===== config.mk =====
export PLATFORM = sky130hd
export DESIGN_NAME = rx_pid_capture
export DESIGN_NICKNAME = d
export VERILOG_FILES = /design/src/rtl/rx_pid_capture.sv
export SDC_FILE = /design/constraint.sdc
export NUM_CORES = 1
export LEC_CHECK = 0
export ABC_CLOCK_PERIOD_IN_PS = 5800
export BUFFER_PORTS_ARGS = -buffer_cell sky130_fd_sc_hd__buf_2
export CORE_MARGIN = 5
export CORE_UTILIZATION = 40
export DETAILED_ROUTE_END_ITERATION = 8
export PLACE_DENSITY = 0.7
export SYNTH_ARGS = -nofsm -noshare
export SYNTH_HDL_FRONTEND = slang
export SYNTH_SLANG_ARGS = --single-unit

===== constraint.sdc =====
create_clock -name clk -period 5.8 [get_ports clk]
set_input_delay 0.29 -clock clk [delete_from_list [all_inputs] [get_ports clk]]
set_output_delay 0.29 -clock clk [all_outputs]
set_load 0.01 [all_outputs]

===== src/rtl/rx_pid_capture.sv =====
// rx_pid_capture: USB receive framer - SYNC hunt, PID capture, payload byte framing, EOP detect.
// Ports: clk, rst (async, active-low); bit_in/bit_valid/se0 decoded bit stream with SE0 detect;
//        PID_I/PID_enable captured PID and its valid level; data_byte/byte_ready payload bytes;
//        EOP_flag end-of-packet pulse; rx_error framing/overflow/PID error pulse.
// Define PID_CHECK_EN to reject PIDs whose upper nibble is not the complement of the lower.
module rx_pid_capture #(
    parameter int MAX_BYTES    = 1027,
    parameter int EOP_SE0_BITS = 2
) (
    input  logic       clk,
    input  logic       rst,
    input  logic       bit_in,
    input  logic       bit_valid,
    input  logic       se0,
    output logic [7:0] PID_I,
    output logic       PID_enable,
    output logic [7:0] data_byte,
    output logic       byte_ready,
    output logic       EOP_flag,
    output logic       rx_error
);
    localparam int BW = $clog2(MAX_BYTES + 1);
    localparam int SW = $clog2(EOP_SE0_BITS + 1);
    typedef enum logic [1:0] {IDLE, PID, DATA, EOP_WAIT} state_t;
    state_t        state;
    logic [7:0]    shift_reg;
    logic [2:0]    bit_cnt;
    logic [BW-1:0] byte_cnt;
    logic [SW-1:0] se0_cnt;
    logic [7:0]    shift_nx;
    logic          eop_hit;
    logic          pid_ok;
    assign shift_nx = {bit_in, shift_reg[7:1]};
    assign eop_hit  = se0 && se0_cnt == SW'(EOP_SE0_BITS - 1);
`ifdef PID_CHECK_EN
    assign pid_ok = shift_nx[7:4] == ~shift_nx[3:0];
`else
    assign pid_ok = 1'b1;
`endif
    always_ff @(posedge clk or negedge rst) begin
        if (!rst) begin
            state      <= IDLE;
            shift_reg  <= 8'h00;
            bit_cnt    <= 3'd0;
            byte_cnt   <= '0;
            se0_cnt    <= '0;
            PID_I      <= 8'h00;
            PID_enable <= 1'b0;
            data_byte  <= 8'h00;
            byte_ready <= 1'b0;
            EOP_flag   <= 1'b0;
            rx_error   <= 1'b0;
        end else begin
            byte_ready <= 1'b0;
            EOP_flag   <= 1'b0;
            rx_error   <= 1'b0;
            // PID_enable is held through the EOP pulse and dropped one cycle later
            if (EOP_flag) PID_enable <= 1'b0;
            if (bit_valid) begin
                if (state == IDLE) begin
                    shift_reg <= se0 ? 8'h00 : shift_nx;
                    if (!se0 && shift_nx == 8'h80) begin
                        state   <= PID;
                        bit_cnt <= 3'd0;
                    end
                end else if (se0) begin
                    se0_cnt <= se0_cnt + 1'b1;
                    if (eop_hit) begin
                        state     <= IDLE;
                        shift_reg <= 8'h00;
                        bit_cnt   <= 3'd0;
                        byte_cnt  <= '0;
                        se0_cnt   <= '0;
                        EOP_flag  <= state != PID;
                        rx_error  <= state == PID || (state == DATA && bit_cnt != 3'd0);
                    end
                end else begin
                    se0_cnt <= '0;
                    if (state != EOP_WAIT) begin
                        shift_reg <= shift_nx;
                        bit_cnt   <= bit_cnt + 3'd1;
                        if (bit_cnt == 3'd7) begin
                            if (state == PID) begin
                                PID_I      <= shift_nx;
                                PID_enable <= pid_ok;
                                rx_error   <= !pid_ok;
                                state      <= pid_ok ? DATA : EOP_WAIT;
                            end else if (byte_cnt == BW'(MAX_BYTES)) begin
                                rx_error <= 1'b1;
                                state    <= EOP_WAIT;
                            end else begin
                                data_byte  <= shift_nx;
                                byte_ready <= 1'b1;
                                byte_cnt   <= byte_cnt + 1'b1;
                            end
                        end
                    end
                end
            end
        end
    end
endmodule


==> qor.txt, run 1 <==
status: finished clean
die width: 86.3 um
top-count cell post-synth: dfrtp_1
Setup Skew: 5.30 ps
# setup viols final: 0
crit-path cells: ha_1 -> or4b_1 -> nor4_1 -> buf_4 -> or3_1 -> o211ai_1
FF-to-FF End: byte_cnt[3]
P_leak: 1.26 nW
DR vias/cell: 5.52
Max Buffers Root-to-Sink: 2
VDD IR-drop max: 0.0946 mV
Crit path arrival time: 2940 ps
crit path kind: reg2reg
fin worst setup slack: 3040 ps
Area Growth Syn to Fin: 11.2%
clk sinks: 45
fill count: 520
syn_area_per_cell: 11.0 sq um
largest net degree at the start of global routing: 46
post-CTS setup buffer count: 0
Fmax: 362 MHz
Seq/Total Area, Yosys: 48.3%
final WL: 4.68 mm
CTS tree: yes
final setup TNS: 0 ps
Clock Pin Slew Worst Setup and Hold Paths: 80 ps
Total GRT Usage: 13.4%
initial antenna violation count: 0
max_slew headroom: 28.4%
Tightest Pin Transition: 1060 ps
ANT cells: 0
first drt pass iteration count: 4
flop2flop setup slack: 3040 ps
# H-tree levels: 2
largest cells by area after synthesis: dfrtp_1 (48%), mux2_2 (8.2%), mux2_4 (4.5%)
# DRC: 0
port buffer count: 24
first-pass GRT wire length: 7.91 mm
Post-synth EDFFs: 0
slowest CP cell: nor4_1
Clk Latency, worst-skew pair: 300 ps
most used flip-flop cell after synthesis: dfrtp_1
CTS Hold Bufs: 0
I/O pin cnt: 25
Worst R2R Path Depth: 6
Syn Nets: 221
Synth area leader: dfrtp_1
CTS Buf Count: 5
core area: 5570 sq um
synth unique cells: 42
Congestion Overflow GR: 0
die height: 86.3 um
Post-Syn Area: 2330 sq um
# nets final: 240
Std-Cell Rows: 27
biggest regs: byte_cnt: 11 flops, PID_I: 8 flops, data_byte: 8 flops
Slew Limit Fails: 0
Final ANT Viol Nets: 0
CP required: 5970 ps
dpl hpwl: 3.14 mm
Initial Util: 41.8%
CP max FO: 7
pwr dens: 274 nW/um^2
vias in the first global route: 1,663
drt wl/cell: 15.4 um
synth cell count leaders: dfrtp_1 (45), mux2_2 (17), nand2_1 (17)
Syn Inst Count: 212
initial DRC count: 95
worst stage delay on the critical path: 880 ps
clock root cell: clkbuf_8
FF+latch count, synth: 45
Final min period: 2760 ps
routed via count: 1,679
share of cells above drive strength 1: 25.0%
Yosys warning total: 0
RSZ-0062 raised after global routing: no
die area: 7450 sq um
final hold violation count: 0
Resize count post-CTS: 0
crit end category: flip-flop
gp weighted congestion: 0.859
ys async rst share: 100%
Startpoint Class: flip-flop
Biggest register: byte_cnt
HP Class: in2async
pre-CTS setup slack: 3090 ps
max-cap violations: 0
max reg flops: 11
Final period util: 47.6%
Reg2Reg Launch Point: byte_cnt[0]
Yosys top cell area share: 48.3%
## worst max-delay path, delay by kind of cell (launching register included)
kind	cells	cell delay, ps
flip-flops	1	390
AO/OA/AOI/OAI	1	120
buffers and inverters	1	280
adder cells (fa/ha/maj)	1	300
AND/OR/NAND/NOR	3	1550
## metal layers
metal  vias to the layer above  GRT usage, %  routed length (um)
li1                        800             -                   -
met2                        45          22.5                2250
met3                        10          2.66                 242
met1                       824          16.7                2090
met4                         0          5.95                  93
met5                         -             0                   0
## final cells by class
type                       count  area (sq um)  share of cell area (%)
sequential                    45          1130                    43.5
multi-input combinational    148          1110                    42.9
timing repair buffer          25           128                    4.93
tap                           72          90.1                    3.48
clock buffer                   6          72.6                    2.80
clock inverter                 2          38.8                    1.50
inverter                       6          22.5                   0.870
## stage by stage
step | util (%) | total power, mW | hold slack [ps] | cells | instance area (sq um)
floorplan | - | 0.444 | -5.59 | 212 | 2330
global placement | 44.5 | 0.471 | 459 | 296 | 2480
detailed placement | 44.5 | 0.474 | 471 | 296 | 2480
CTS | 46.5 | 0.717 | 174 | 304 | 2590
global route | 46.5 | 0.750 | 247 | 304 | 2590
finish | 46.5 | 0.710 | 147 | 304 | 2590
## worst max-delay path by stage
stage | from | endpoint
floorplan | byte_cnt[0] | data_byte[1]
global placement | byte_cnt[0] | byte_cnt[3]
detailed placement | byte_cnt[0] | byte_cnt[3]
CTS | byte_cnt[0] | byte_cnt[3]
global route | byte_cnt[0] | byte_cnt[3]
finish | byte_cnt[0] | byte_cnt[3]
## cell families (layout without fill, tap and decap cells)
kind of cell / after synthesis / count (layout) / synth area share [%]
fa+ha+maj: 4 / 4 / 2.15
buf+inv: 19 / 39 / 3.92
compound gates: 32 / 32 / 9.61
mux: 30 / 30 / 15.3
flops: 45 / 45 / 48.3
simple gates: 82 / 82 / 20.7
## placed cells by master (no fill, tap or decap), types with 2 or more instances in the layout
cell type,n
dfrtp_1,45
buf_2,24
nand2_1,17
mux2_2,17
nor2b_1,12
nand3_1,10
nand2b_1,9
nor4_1,8
mux2_4,7
inv_1,6
mux2i_1,6
a21oi_1,5
o211ai_1,5
clkbuf_8,5
o31ai_1,4
o21ai_0,4
nor2_1,4
ha_1,4
and3_1,3
a21o_1,3
and2_1,3
or3_1,3
nand3b_1,3
nand4b_1,2
o21a_1,2
o2bb2ai_1,2
o221ai_1,2
## where the power goes
group	total, mW	internal, mW	switching (mW)
clock	0.241	0.129	0.111
combinational	0.113	0.0447	0.0679
sequential	0.357	0.332	0.0251
total	0.710	0.506	0.204
No activity file was read; power rests on OpenSTA's default activity.
==> inputs of run 2 (changes only) <==
--- a/config.mk
+++ b/config.mk
@@ -5,7 +5,7 @@
 export SDC_FILE = /design/constraint.sdc
 export NUM_CORES = 1
 export LEC_CHECK = 0
-export ABC_CLOCK_PERIOD_IN_PS = 5800
+export ABC_CLOCK_PERIOD_IN_PS = 2700
 export BUFFER_PORTS_ARGS = -buffer_cell sky130_fd_sc_hd__buf_2
 export CORE_MARGIN = 5
 export CORE_UTILIZATION = 40
==> constraint.sdc (replaced) <==
create_clock -name clk -period 2.7 [get_ports clk]
set_input_delay 0.135 -clock clk [delete_from_list [all_inputs] [get_ports clk]]
set_output_delay 0.135 -clock clk [all_outputs]
set_load 0.01 [all_outputs]
==> qor.txt, run 2 (synthesized netlist as in run 1, its figures left out) <==
Clk Latency, worst-skew pair: 300 ps (about the same)
CP max FO: 11 (+4)
Biggest register: byte_cnt
Final min period: 2260 ps (-497 ps)
DR vias/cell: 5.28 (-4.4%)
Int Pwr: 0.997 mW (+97%)
final WL: 4.44 mm (-5.0%)
dpl hpwl: 3.13 mm (-0.25%)
final hold violation count: 11 (+11)
placed instance area: 2490 sq um (+0.61%)
ANT cells: 0 (unchanged)
Tightest Pin Transition: 987 ps (-76.4 ps)
max reg flops: 11 (unchanged)
post-CTS setup buffer count: 0 (unchanged)
# nets final: 242 (+0.83%)
clock root cell: clkbuf_8
CTS Buf Count: 5 (unchanged)
sw frac: 30.2% (+1.5 points)
max-cap violations: 0 (unchanged)
flop2flop setup slack: 440 ps (-2600 ps)
VDD IR-drop max: 0.272 mV (+190%)
core area: 5570 sq um (unchanged)
P_leak: 1.26 nW (about the same)
Slew Limit Fails: 0 (unchanged)
Setup Skew: 7.79 ps (+2.49 ps)
gp weighted congestion: 0.850 (-1.0%)
vias in the first global route: 1,529 (-8.1%)
Clock Pin Slew Worst Setup and Hold Paths: 90 ps (about the same)
commonest non-fill, non-tap cell in the layout: dfrtp_1
share of cells above drive strength 1: 26.1% (+1.1 points)
final instance area: 2580 sq um (-0.24%)
biggest regs: byte_cnt: 11 flops, PID_I: 8 flops, data_byte: 8 flops
Reg2Reg Launch Point: byte_cnt[0]
final setup TNS: 0 ps (unchanged)
I/O pin cnt: 25 (unchanged)
die height: 86.3 um (unchanged)
fill count: 530 (+1.9%)
# DRC: 0 (unchanged)
sw power: 0.432 mW (+110%)
Std-Cell Rows: 27 (unchanged)
failing checks: hold timing
# setup viols final: 0 (unchanged)
crit path kind: reg2reg
Clock Power Share: 29.5% (-4.4 points)
HP Class: in2async
Crit path arrival time: 2450 ps (-490 ps)
Final period util: 83.9% (+36 points)
Fmax: 442 MHz (+22%)
CP required: 2890 ps (-3080 ps)
Seq pwr share: 53.5% (+3.2 points)
initial antenna violation count: 0 (unchanged)
# H-tree levels: 2 (unchanged)
worst hold slack: -10.6 ps (-158 ps)
first-pass GRT wire length: 7.49 mm (-5.3%)
Startpoint Class: flip-flop
Area Growth Syn to Fin: 10.9%
Total GRT Usage: 12.5% (-0.88 points)
max_slew headroom: 34.2% (+5.7 points)
Resize count post-CTS: 0 (unchanged)
routed via count: 1,616 (-3.8%)
largest net degree at the start of global routing: 46 (unchanged)
Worst R2R Path Depth: 5 (-1)
crit end category: flip-flop
RSZ-0062 raised after global routing: no
CTS tree: yes
clk sinks: 45 (unchanged)
die width: 86.3 um (unchanged)
port buffer count: 24 (unchanged)
most frequent cells in the layout: dfrtp_1 (45), buf_2 (24), nand2_1 (17), mux2_2 (17), nor2b_1 (12)
Initial Util: 41.8% (unchanged)
Congestion Overflow GR: 0 (unchanged)
initial DRC count: 117 (+23%)
drt wl/cell: 14.5 um (-5.6%)
die area: 7450 sq um (unchanged)
FF-to-FF End: data_byte[0]
first drt pass iteration count: 6 (+2)
Comb power frac: 17.0% (+1.2 points)
Max Buffers Root-to-Sink: 2 (unchanged)
status: finished, violations left
Final ANT Viol Nets: 0 (unchanged)
pwr dens: 553 nW/um^2 (+100%)
CTS Hold Bufs: 0 (unchanged)
run 2: cell types whose count changed in the layout (fill, tap and decap cells not counted), sizes merged:
| cell | previous run | this run |
|---|---|---|
| clkbuf | 6 | 5 |
| buf | 25 | 27 |
| bufinv | 1 | 0 |
| inv | 6 | 7 |
| clkinvlp | 0 | 1 |
run 2: how the worst max path moves through the flow:
stage	start	endpoint	cells after the start
floorplan	byte_cnt[0]	data_byte[1]	6
global placement	byte_cnt[0]	data_byte[0]	5
detailed placement	byte_cnt[0]	data_byte[0]	5
CTS	byte_cnt[0]	data_byte[0]	5
global route	byte_cnt[0]	data_byte[0]	5
finish	byte_cnt[0]	data_byte[0]	5
run 2: power groups by stage:
stage / Clock [mW] / Sequential [mW] / Combinational, mW
after floorplan: 0 / 0.752 / 0.202
final: 0.421 / 0.766 / 0.243
after CTS: 0.433 / 0.765 / 0.245
after global placement: 0 / 0.777 / 0.240
after detailed placement: 0 / 0.778 / 0.244
after global routing: 0.463 / 0.774 / 0.276
run 2: layer usage:
metal,wire length (um),global-route usage [%],up-vias
met5,0,0,-
met4,64,4.67,0
met3,187,2.28,7
met2,2040,20.4,29
met1,2150,16.7,773
li1,-,-,807
run 2: layout make-up:
| class | count | area (sq um) | share of cell area [%] |
|---|---|---|---|
| Clock buffer | 5 | 68.8 | 2.66 |
| Clock inverter | 3 | 21.3 | 0.823 |
| Inverter | 6 | 22.5 | 0.872 |
| Multi-Input combinational cell | 148 | 1110 | 43.1 |
| Sequential cell | 45 | 1130 | 43.6 |
| Tap cell | 72 | 90.1 | 3.49 |
| Timing Repair Buffer | 27 | 143 | 5.52 |
run 2: critical path, cell delays in order, from the launching register on:
cell and delay, ps:
dfrtp_1 400, ha_1 310, or4b_1 480, or3_4 410, nand2b_4 190, mux2_2 350
run 2: per-stage QoR:
stage / utilization, % / total power, mW / hold slack, ps / std cells / setup WS, ps
6_report: 46.4 / 1.43 / -10.6 / 306 / 436
5_1_grt: 46.4 / 1.51 / 89.2 / 306 / 325
4_1_cts: 46.4 / 1.44 / 23.9 / 306 / 435
3_5_place_dp: 44.7 / 1.02 / 352 / 298 / 460
3_3_place_gp: 44.7 / 1.02 / 348 / 298 / 509
2_1_floorplan: - / 0.954 / -161 / 212 / 626
==> inputs of run 3 (changes only) <==
--- a/config.mk
+++ b/config.mk
@@ -5,7 +5,7 @@
 export SDC_FILE = /design/constraint.sdc
 export NUM_CORES = 1
 export LEC_CHECK = 0
-export ABC_CLOCK_PERIOD_IN_PS = 2700
+export ABC_CLOCK_PERIOD_IN_PS = 2150
 export BUFFER_PORTS_ARGS = -buffer_cell sky130_fd_sc_hd__buf_2
 export CORE_MARGIN = 5
 export CORE_UTILIZATION = 40
==> constraint.sdc (replaced) <==
create_clock -name clk -period 2.15 [get_ports clk]
set_input_delay 0.1075 -clock clk [delete_from_list [all_inputs] [get_ports clk]]
set_output_delay 0.1075 -clock clk [all_outputs]
set_load 0.01 [all_outputs]
==> qor.txt, run 3 (synthesized netlist as in run 1, its figures left out) <==
Fmax: 481 MHz (+8.9%)
FF+latch area: 1130 sq um (unchanged)
dpl hpwl: 3.31 mm (+5.5%)
most frequent cells in the layout: dfrtp_1 (45), buf_2 (24), nand2_1 (17), mux2_2 (17), buf_4 (15)
Initial Util: 41.8% (unchanged)
worst stage delay on the critical path: 480 ps (about the same)
max-cap violations: 0 (unchanged)
gp weighted congestion: 0.835 (-1.7%)
# DRC: 0 (unchanged)
slowest CP cell: or4b_4
Reg2Reg Launch Point: byte_cnt[0]
final hold violation count: 0 (-11)
die height: 86.3 um (unchanged)
Total GRT Usage: 13.6% (+1.1 points)
status: finished clean
largest net degree at the start of global routing: 46 (unchanged)
pre-CTS setup slack: 16.4 ps (-443 ps)
fill count: 519 (-2.1%)
P_leak: 1.34 nW (+6.5%)
share of cells above drive strength 1: 31.5% (+5.4 points)
ANT cells: 0 (unchanged)
Final min period: 2080 ps (-185 ps)
Final period util: 96.7% (+13 points)
fin worst setup slack: 71.3 ps (-365 ps)
CTS tree: yes
crit path kind: reg2reg
Total Power: 1.96 mW (+37%)
Congestion Overflow GR: 0 (unchanged)
die width: 86.3 um (unchanged)
FF-to-FF End: data_byte[6]
hold path start: bit_in
VDD IR-drop max: 0.346 mV (+27%)
Clock Pin Slew Worst Setup and Hold Paths: 90 ps (about the same)
# nets final: 256 (+5.8%)
Worst R2R Path Depth: 5 (unchanged)
port buffer count: 24 (unchanged)
CP max FO: 5 (-6)
Std-Cell Rows: 27 (unchanged)
first-pass GRT wire length: 8.06 mm (+7.6%)
Min-Delay Endpoint: data_byte[7]
Final ANT Viol Nets: 0 (unchanged)
RSZ-0062 raised after global routing: no
DR vias/cell: 5.26 (-0.47%)
Inst Count DP: 309 (+3.7%)
initial antenna violation count: 0 (unchanged)
crit end category: flip-flop
I/O pin cnt: 25 (unchanged)
biggest regs: byte_cnt: 11 flops, PID_I: 8 flops, data_byte: 8 flops
Slew Limit Fails: 0 (unchanged)
commonest non-fill, non-tap cell in the layout: dfrtp_1
worst hold slack: 65.7 ps (+76.3 ps)
multi-input logic area: 1140 sq um (+2.1%)
crit-path cells: ha_1 -> or4b_4 -> or3_4 -> nand2b_2 -> mux2_4
cell family with most CP delay: simple AND/OR/NAND/NOR gates
final WL: 4.77 mm (+7.3%)
drt wl/cell: 14.9 um (+2.6%)
WHS Path Cells: 2
Tightest Pin Transition: 552 ps (-435 ps)
Critical path buffers and inverters: 0 (unchanged)
Startpoint Class: flip-flop
core area: 5570 sq um (unchanged)
routed via count: 1,682 (+4.1%)
HP Class: in2reg
Setup Skew: 2.80 ps (-4.99 ps)
Non-Filler Instances: 320 (+4.6%)
clock root cell: clkbuf_8
Biggest register: byte_cnt
Critical Path Start: byte_cnt[0]
clk sinks: 45 (unchanged)
CP required: 2340 ps (-550 ps)
vias in the first global route: 1,688 (+10%)
WP depth: 5 (unchanged)
# setup viols final: 0 (unchanged)
flop2flop setup slack: 70 ps (-360 ps)
max reg flops: 11 (unchanged)
CTS Buf Count: 5 (unchanged)
max_slew headroom: 63.2% (+29 points)
# H-tree levels: 2 (unchanged)
die area: 7450 sq um (unchanged)
pwr dens: 717 nW/um^2 (+30%)
Crit path arrival time: 2270 ps (-180 ps)
initial DRC count: 85 (-27%)
first drt pass iteration count: 4 (-2)
Area Growth Syn to Fin: 17.5%
Clk Latency, worst-skew pair: 300 ps (about the same)
Max Buffers Root-to-Sink: 2 (unchanged)
final setup TNS: 0 ps (unchanged)
[run 3: worst register-to-register path: cells and delay by family (launching register included)]
family                     cells  cell delay [ps]
DFF                            1              390
adders and majority gates      1              200
and+or+nand+nor                3             1080
muxes                          1              310
[run 3: metal layers]
layer / wire length [um] / GRT usage [%]
met1: 2210 / 18.0
met2: 2300 / 22.1
met3: 214 / 3.23
met4: 48 / 4.25
met5: 0 / 0
[run 3: worst max-delay path by stage]
stage / slack (ps) / end
after floorplan: 80 / data_byte[1]
after global placement: 40 / data_byte[0]
after detailed placement: 20 / byte_cnt[2]
after CTS: 10 / byte_cnt[2]
after global routing: 5 / state[0]
final: 70 / data_byte[6]
[run 3: repair_timing]
item / CTS / global route
gates resized for setup: 0 / 4
setup endpoints to repair: 0 / 19
hold buffers: 1 / 0
endpoints found under the hold margin: 45 / 0
setup buffers: 0 / 1
[run 3: layout make-up]
| type | count | area share, % |
|---|---|---|
| clock inverters | 2 | 1.37 |
| repair buffers | 40 | 8.87 |
| well taps | 72 | 3.29 |
| clock buffers | 6 | 3.02 |
| multi-input cells | 149 | 41.5 |
| flip-flops and latches | 45 | 41.1 |
| inverters | 6 | 0.823 |
[run 3: where the power goes]
part / total, mW / internal [mW] / switching [mW] / leakage (nW)
logic: 0.326 / 0.142 / 0.184 / 0.664
clock network: 0.676 / 0.378 / 0.298 / 0.0574
registers: 0.961 / 0.895 / 0.0657 / 0.622
total: 1.96 / 1.42 / 0.548 / 1.34
[run 3: stage by stage]
| stage | instance area, sq um | util, % |
|---|---|---|
| floorplan | 2330 | - |
| finish | 2740 | 49.1 |
| detailed placement | 2580 | 46.2 |
| CTS | 2710 | 48.6 |
| global route | 2740 | 49.1 |
| global placement | 2580 | 46.2 |
